**src/rtl/constants.sv**
```systemverilog
// Shared widths, instruction field layout and controller FSM states for the 19-bit datapath.
package constants;

   localparam int unsigned WORD_SIZE   = 19;
   localparam int unsigned OPCODE_SIZE = 4;
   localparam int unsigned NUM_REGS    = 8;
   localparam int unsigned REG_IDX_W   = $clog2(NUM_REGS);

   // Instruction layout, MSB-first: opcode, rd, rs1, rs2, then ignored bits
   localparam int unsigned RD_MSB  = WORD_SIZE - OPCODE_SIZE - 1;
   localparam int unsigned RS1_MSB = RD_MSB - REG_IDX_W;
   localparam int unsigned RS2_MSB = RS1_MSB - REG_IDX_W;

   typedef enum logic [1:0] {
      IDLE = 2'd0,
      READ = 2'd1,
      EXEC = 2'd2,
      WB   = 2'd3
   } state_e;

   typedef struct packed {
      logic [OPCODE_SIZE-1:0] opcode;
      logic [REG_IDX_W-1:0]   rd;
      logic [REG_IDX_W-1:0]   rs1;
      logic [REG_IDX_W-1:0]   rs2;
   } instr_fields_t;

endpackage

```
**src/rtl/opcodes.sv**
```systemverilog
// ALU opcode encodings and decode helpers; encodings above NOT are illegal.
package opcodes;

   import constants::*;

   typedef enum logic [OPCODE_SIZE-1:0] {
      ADD = 4'd0,
      SUB = 4'd1,
      MUL = 4'd2,
      DIV = 4'd3,
      INC = 4'd4,
      DEC = 4'd5,
      AND = 4'd6,
      OR  = 4'd7,
      XOR = 4'd8,
      NOT = 4'd9
   } opcode_e;

   function automatic logic op_legal(input logic [OPCODE_SIZE-1:0] op);
      return op <= OPCODE_SIZE'(NOT);
   endfunction

   // Unary ops get a zero second operand
   function automatic logic op_uses_b(input logic [OPCODE_SIZE-1:0] op);
      return !(op == OPCODE_SIZE'(INC) || op == OPCODE_SIZE'(DEC) || op == OPCODE_SIZE'(NOT));
   endfunction

endpackage

```
**src/rtl/reg_file_8x19.sv**
```systemverilog
// 8-entry register file: three async read ports, one write port where writeback beats host.
module reg_file_8x19
   import constants::*;
(
   input  logic                 clk,
   input  logic                 rst,
   input  logic [REG_IDX_W-1:0] rs1_addr,
   input  logic [REG_IDX_W-1:0] rs2_addr,
   input  logic [REG_IDX_W-1:0] dbg_addr,
   output logic [WORD_SIZE-1:0] rs1_data,
   output logic [WORD_SIZE-1:0] rs2_data,
   output logic [WORD_SIZE-1:0] dbg_data,
   input  logic                 wb_we,
   input  logic [REG_IDX_W-1:0] wb_addr,
   input  logic [WORD_SIZE-1:0] wb_data,
   input  logic                 host_we,
   input  logic [REG_IDX_W-1:0] host_addr,
   input  logic [WORD_SIZE-1:0] host_data
);

   logic [WORD_SIZE-1:0] regs [NUM_REGS];

   assign rs1_data = regs[rs1_addr];
   assign rs2_data = regs[rs2_addr];
   assign dbg_data = regs[dbg_addr];

   // A colliding host write is dropped entirely, even to a different index
   always_ff @(posedge clk or posedge rst) begin
      if (rst) begin
         regs <= '{default: '0};
      end else if (wb_we) begin
         regs[wb_addr] <= wb_data;
      end else if (host_we) begin
         regs[host_addr] <= host_data;
      end
   end

endmodule

```
**src/rtl/alu_dispatch_ctrl.sv**
```systemverilog
// Decodes one instruction at a time, issues register operands to the ALU and writes the result back.
// Optional: ALU_DISPATCH_DIV0_CHECK_EN rejects DIV with a zero divisor before issue.
module alu_dispatch_ctrl
   import constants::*;
   import opcodes::*;
(
   input  logic                   clk,
   input  logic                   rst,
   input  logic                   instr_valid,
   output logic                   instr_ready,
   input  logic [WORD_SIZE-1:0]   instr,
   output logic [OPCODE_SIZE-1:0] alu_op,
   output logic [WORD_SIZE-1:0]   alu_a,
   output logic [WORD_SIZE-1:0]   alu_b,
   input  logic [WORD_SIZE-1:0]   alu_result,
   input  logic                   host_we,
   input  logic [REG_IDX_W-1:0]   host_waddr,
   input  logic [WORD_SIZE-1:0]   host_wdata,
   input  logic [REG_IDX_W-1:0]   rd_addr,
   output logic [WORD_SIZE-1:0]   rd_data,
   output logic                   done,
   output logic [WORD_SIZE-1:0]   done_data,
   output logic                   err
);

   state_e                 state;
   state_e                 state_nxt;
   instr_fields_t          instr_q;
   logic [WORD_SIZE-1:0]   rs1_data;
   logic [WORD_SIZE-1:0]   rs2_data;
   logic                   accept_c;
   logic                   reject_c;
   logic                   wb_c;
   logic                   div0_c;
   logic [OPCODE_SIZE-1:0] alu_op_nxt;
   logic [WORD_SIZE-1:0]   alu_a_nxt;
   logic [WORD_SIZE-1:0]   alu_b_nxt;
   logic                   unused_instr_c;

   assign unused_instr_c = ^instr[RS2_MSB-REG_IDX_W:0];

   reg_file_8x19 u_reg_file (
      .clk       (clk),
      .rst       (rst),
      .rs1_addr  (instr_q.rs1),
      .rs2_addr  (instr_q.rs2),
      .dbg_addr  (rd_addr),
      .rs1_data  (rs1_data),
      .rs2_data  (rs2_data),
      .dbg_data  (rd_data),
      .wb_we     (wb_c),
      .wb_addr   (instr_q.rd),
      .wb_data   (alu_result),
      .host_we   (host_we),
      .host_addr (host_waddr),
      .host_data (host_wdata)
   );

`ifdef ALU_DISPATCH_DIV0_CHECK_EN
   assign div0_c = (instr_q.opcode == OPCODE_SIZE'(DIV)) && (rs2_data == '0);
`else
   assign div0_c = 1'b0;
`endif

   always_ff @(posedge clk or posedge rst) begin
      if (rst) begin
         state <= IDLE;
      end else begin
         state <= state_nxt;
      end
   end

   always_comb begin
      state_nxt  = state;
      accept_c   = 1'b0;
      reject_c   = 1'b0;
      wb_c       = 1'b0;
      alu_op_nxt = alu_op;
      alu_a_nxt  = alu_a;
      alu_b_nxt  = alu_b;
      case (state)
         IDLE: begin
            if (instr_valid && instr_ready) begin
               accept_c  = 1'b1;
               state_nxt = READ;
            end
         end
         READ: begin
            if (!op_legal(instr_q.opcode) || div0_c) begin
               reject_c  = 1'b1;
               state_nxt = IDLE;
            end else begin
               alu_op_nxt = instr_q.opcode;
               alu_a_nxt  = rs1_data;
               alu_b_nxt  = op_uses_b(instr_q.opcode) ? rs2_data : '0;
               state_nxt  = EXEC;
            end
         end
         EXEC: state_nxt = WB;
         WB: begin
            wb_c      = 1'b1;
            state_nxt = IDLE;
         end
         default: state_nxt = IDLE;
      endcase
   end

   // Registered outputs and the latched instruction fields
   always_ff @(posedge clk or posedge rst) begin
      if (rst) begin
         instr_q     <= '0;
         instr_ready <= 1'b0;
         alu_op      <= '0;
         alu_a       <= '0;
         alu_b       <= '0;
         done        <= 1'b0;
         done_data   <= '0;
         err         <= 1'b0;
      end else begin
         instr_ready <= (state_nxt == IDLE);
         alu_op      <= alu_op_nxt;
         alu_a       <= alu_a_nxt;
         alu_b       <= alu_b_nxt;
         done        <= wb_c;
         err         <= reject_c;
         if (accept_c) begin
            instr_q.opcode <= instr[WORD_SIZE-1 -: OPCODE_SIZE];
            instr_q.rd     <= instr[RD_MSB -: REG_IDX_W];
            instr_q.rs1    <= instr[RS1_MSB -: REG_IDX_W];
            instr_q.rs2    <= instr[RS2_MSB -: REG_IDX_W];
         end
         if (wb_c) begin
            done_data <= alu_result;
         end
      end
   end

endmodule

```
**config.mk**
```make
export PLATFORM = sky130hd
export DESIGN_NAME = alu_dispatch_ctrl
export DESIGN_NICKNAME = d
export VERILOG_FILES = /design/src/rtl/constants.sv /design/src/rtl/opcodes.sv /design/src/rtl/reg_file_8x19.sv /design/src/rtl/alu_dispatch_ctrl.sv
export SDC_FILE = /design/constraint.sdc
export NUM_CORES = 1
export LEC_CHECK = 0
export CAP_MARGIN = 20
export CORE_AREA = 5 5 195 197
export DETAILED_ROUTE_END_ITERATION = 8
export DIE_AREA = 0 0 200 202
export SLEW_MARGIN = 20
export SYNTH_ARGS = -nofsm -noshare
export SYNTH_HDL_FRONTEND = slang
export SYNTH_SLANG_ARGS = --single-unit
```
**constraint.sdc**
```tcl
create_clock -name clk -period 9.2 [get_ports clk]
set_input_delay 1.84 -clock clk [delete_from_list [all_inputs] [get_ports clk]]
set_output_delay 1.84 -clock clk [all_outputs]
set_load 0.05 [all_outputs]
```
==> impl_summary.md <==
Placed design
In this run the tool buffered the top-level ports with 143 buffer cells. Summed over all nets, the half-perimeter wirelength after detailed placement is 33200 um. The final weighted congestion in routability-driven placement is 0.847.

Worst setup path
In this run the critical register-to-register path is launched from state[0]$_DFF_PP0_. The worst reg-to-reg path cell count is 6. The worst setup path is captured at an output pin. The maximum fanout count along the critical path is 21.

The signal on the critical path passes through buf_2, buf_4, mux4_2, mux2_2, clkdlybuf4s50_1. The startpoint type of the worst setup path is a primary input. At the worst endpoint, the arrival time is 4610 ps.

The worst flop-to-flop path endpoint is u_reg_file.regs[25]$_DFFE_PP0P_. The largest stage delay on the critical path is 740 ps. The cell with the biggest individual delay on the critical path is clkdlybuf4s50_1. The worst endpoint required time is 7360 ps. The worst register-to-register path has a setup slack of 6300 ps. The worst setup path category is in -> out.

Die
The area of the core region is 36100 sq um. From left edge to right edge, the die measures 200 um. The die footprint is 40400 sq um. The starting utilization of the core area is 38.3%. After floorplanning, the core was divided into 70 placement rows.

The number of I/O pins is 150. The height of the die is 202 um.

Clock network
For this design, the CTS-stage hold fixing added 0 buffers. The latest clock arrival within the worst-skew pair is 560 ps. Buffers added to address setup during post-CTS repair amount to 0.

The maximum level of the CTS H-tree is 1. The clock passes through at most 3 buffers. The CTS tree is done. The post-CTS clock slew at the launch and capture registers of the worst setup and hold paths is 50 ps. The clock tree root driver cell is clkbuf_16.

In this run, post-CTS repair resized a total of 0 instances. TritonCTS created 28 clock buffers. Clock tree synthesis found a total of 231 sinks.

Routing
Detailed routing inserted a total of 12400 vias. The number of detailed-routing iterations run before antenna repair is 5. The average detailed-routed wire length per instance is 29.6 um. Summed over all layers, the routed wires come to 56300 um. The remaining antenna violation count is 0. The starting DRC count in detailed routing is 1553. The DRC violations left is 0. The via density per instance is 6.53.

GRT
The met3 track utilization from global routing is 7.73%. For this run, the total global-route usage over all layers was measured as 27.2%. The most heavily used metal layer in global routing is met1.

The initial antenna violation count is 3. The first global-routing pass estimated 83200 um of wire. The pin count of the biggest net entering global routing is 112. The number of global-route vias before repair is 12500. The met1 track demand over resource is 39.2%.

For this run the aggregate overflow at the end of global routing stands at 0. The met2 layer usage reported by global route is 38.9%.

Timing
The final hold violation count is 0. Setup repair after global routing left no endpoint under its margin. The worst-margin pin slew is 1180 ps. After routing, the total negative slack on setup checks comes to 0 ps. The worst pin sits at a relative slew slack of 21.1%. The ratio of final minimum period to clock period is 70.2%.

The final critical-path required period is 6450 ps. The highest clock rate is 0.155 GHz. On the final layout, the worst clock skew is 18.7 ps. The final setup violation count is 0. The max-slew violation total from the final report came to 0.

Cells and area
The layout net count is 1480. 0 antenna diodes ended up in the layout. The share of layout cells above drive strength 1 is 18.5%. The signed area change from the synthesized netlist to the final layout is 19.4%.

Yosys
Yosys printed 0 warnings. After synthesis, the largest family of logic cells by area is compound AO/OA/AOI/OAI gates. After synthesis, flip-flops and latches occupy 41.8% of the total area. The synthesized netlist devotes 11.9% of its cell area to simple gates. The number of synthesized register bits is 231.

The netlist uses 40 different library cells. The synthesized instance count is 1324. The number of nets handed over by synthesis was 1391. The multiplexer fraction of the synthesized cell area is 20.6%. The post-synthesis share of cell area spent on full adders, half adders and majority gates is 0%. The synthesized netlist devotes 21.3% of its cell area to compound gates. The synthesized netlist occupies a cell area of 13800 sq um. The XOR/XNOR share of the synthesized area is 0%. The average instance area after synthesis is 10.4 sq um.

Hold path
For hold timing, the worst endpoint is done_data[8]$_DFFE_PP0P_. The worst hold path belongs to the class reg -> reg. The worst hold path passes through 2 cells.

The start point of the worst min-delay path is done_data[8]$_DFFE_PP0P_.

Power
The overall power consumption is 6.82 mW. The peak ir drop on the vdd network is 0.277 mV. Dividing total power by cell area gives a power density of 413 nW/um^2. The analysis attributes to cell leakage a power of 6.68 nW.

Outcome
The flow ran to the end, and the final reports show no timing, DRC or antenna violations.

Flow run
The max-cap check violation count is 0.
metal layers:
layer	part of all wire, %	vias to the layer above
li1	-	5167
met1	41	6283
met2	43	798
met3	12	163
met4	3.8	6
met5	0.082	-
registers in the layout, summed over array words and instances, names as in the netlist:
register and cells:
instr_ready 1, alu_a 19, alu_b 19, alu_op 4, state 2, instr_q 13, done_data 19, done 1
err 1, u_reg_file.regs 152
logic make-up (layout without fill, tap and decap cells):
family          count (synthesis)  in the layout
compound gates                404            404
simple gates                  360            360
flops                         231            231
mux                           205            205
buf+inv                       124            234
cell type report:
class                      instances  area (sq um)
inverter                           3          18.8
timing repair buffer             180          1700
clock buffer                      47           873
multi-input combinational        969          7460
sequential                       231          5790
clock inverter                     4          73.8
fill                            3416         19600
tap                              468           586
metrics by stage:
step / setup WS [ps] / utilization [%] / hold slack, ps / instance area [sq um] / cells
2_1_floorplan: 1030 / - / 494 / 13800 / 1324
3_3_place_gp: 2700 / 43.0 / 462 / 15500 / 1849
3_5_place_dp: 2690 / 43.1 / 463 / 15500 / 1851
6_report: 2750 / 45.7 / 471 / 16500 / 1902
4_1_cts: 2690 / 45.7 / 477 / 16500 / 1902
5_1_grt: 2600 / 45.7 / 500 / 16500 / 1902
critical path, delay by kind of cell:
family | cells | cell delay (ps)
buffers and inverters | 3 | 1870
muxes | 2 | 880
placed cells by master (no fill, tap or decap), types with 3 or more instances in the layout:
| master | instances |
|---|---|
| nand2b_1 | 6 |
| o21ai_0 | 133 |
| clkbuf_16 | 29 |
| clkbuf_1 | 10 |
| nor2b_1 | 26 |
| o21ai_2 | 18 |
| nand2_2 | 6 |
| buf_2 | 3 |
| o31ai_1 | 18 |
| clkdlybuf4s50_1 | 140 |
| mux4_2 | 57 |
| and2_2 | 3 |
| a22oi_1 | 38 |
| a2bb2oi_1 | 134 |
| nor2_1 | 25 |
| nand3_1 | 81 |
| a21oi_1 | 3 |
| nand2_1 | 194 |
| o22ai_1 | 18 |
| mux2_2 | 70 |
| mux2i_1 | 78 |
| a2bb2oi_2 | 18 |
| clkbuf_8 | 8 |
| nand4_1 | 4 |
| o21ai_1 | 21 |
| buf_4 | 35 |
| dfrtp_1 | 229 |
power breakdown:
part           leakage (nW)  switching (mW)  total, mW  internal [mW]
clock network         0.463           0.454       1.15          0.697
registers              2.72           0.567       2.11           1.54
logic                  3.50            2.03       3.56           1.53
synth_stat cells:
cell,n,area share (%)
a2111oi_0,1,0.063
a21oi_1,3,0.11
a22o_1,1,0.063
a22oi_1,38,2.1
a2bb2oi_1,134,8.5
a2bb2oi_2,18,2.0
a311oi_1,1,0.063
and2_1,5,0.23
buf_1,8,0.22
buf_2,46,1.7
buf_4,9,0.49
buf_6,6,0.49
clkbuf_1,52,1.4
dfrtp_1,231,42
inv_1,2,0.054
inv_2,1,0.027
mux2_2,70,5.7
mux2i_1,78,5.6
mux4_2,57,9.3
nand2_1,196,5.3
nand2_2,4,0.18
nand2_4,2,0.16
nand2b_1,6,0.27
nand3_1,81,2.9
nand3_2,1,0.072
nand4_1,4,0.18
nand4_2,1,0.091
nand4b_1,1,0.063
nor2_1,25,0.68
nor2b_1,26,1.2
nor3_1,2,0.072
o21ai_0,133,4.8
o21ai_1,21,0.76
o21ai_2,18,1.1
o22ai_1,18,0.81
o31ai_1,18,0.98
or3_1,1,0.045
or3b_1,2,0.13
or4_1,1,0.054
or4b_4,2,0.20
worst max-delay path by stage:
stage	to	depth (start not counted)	startpoint
after floorplan	alu_a[0]$_DFFE_PP0P_	1	rst
after global placement	rd_data[7]	5	rd_addr[0]
after detailed placement	rd_data[7]	5	rd_addr[0]
after CTS	rd_data[7]	5	rd_addr[0]
after global routing	rd_data[7]	5	rd_addr[0]
final	rd_data[7]	5	rd_addr[0]
Power figures use the tool's default switching activity.
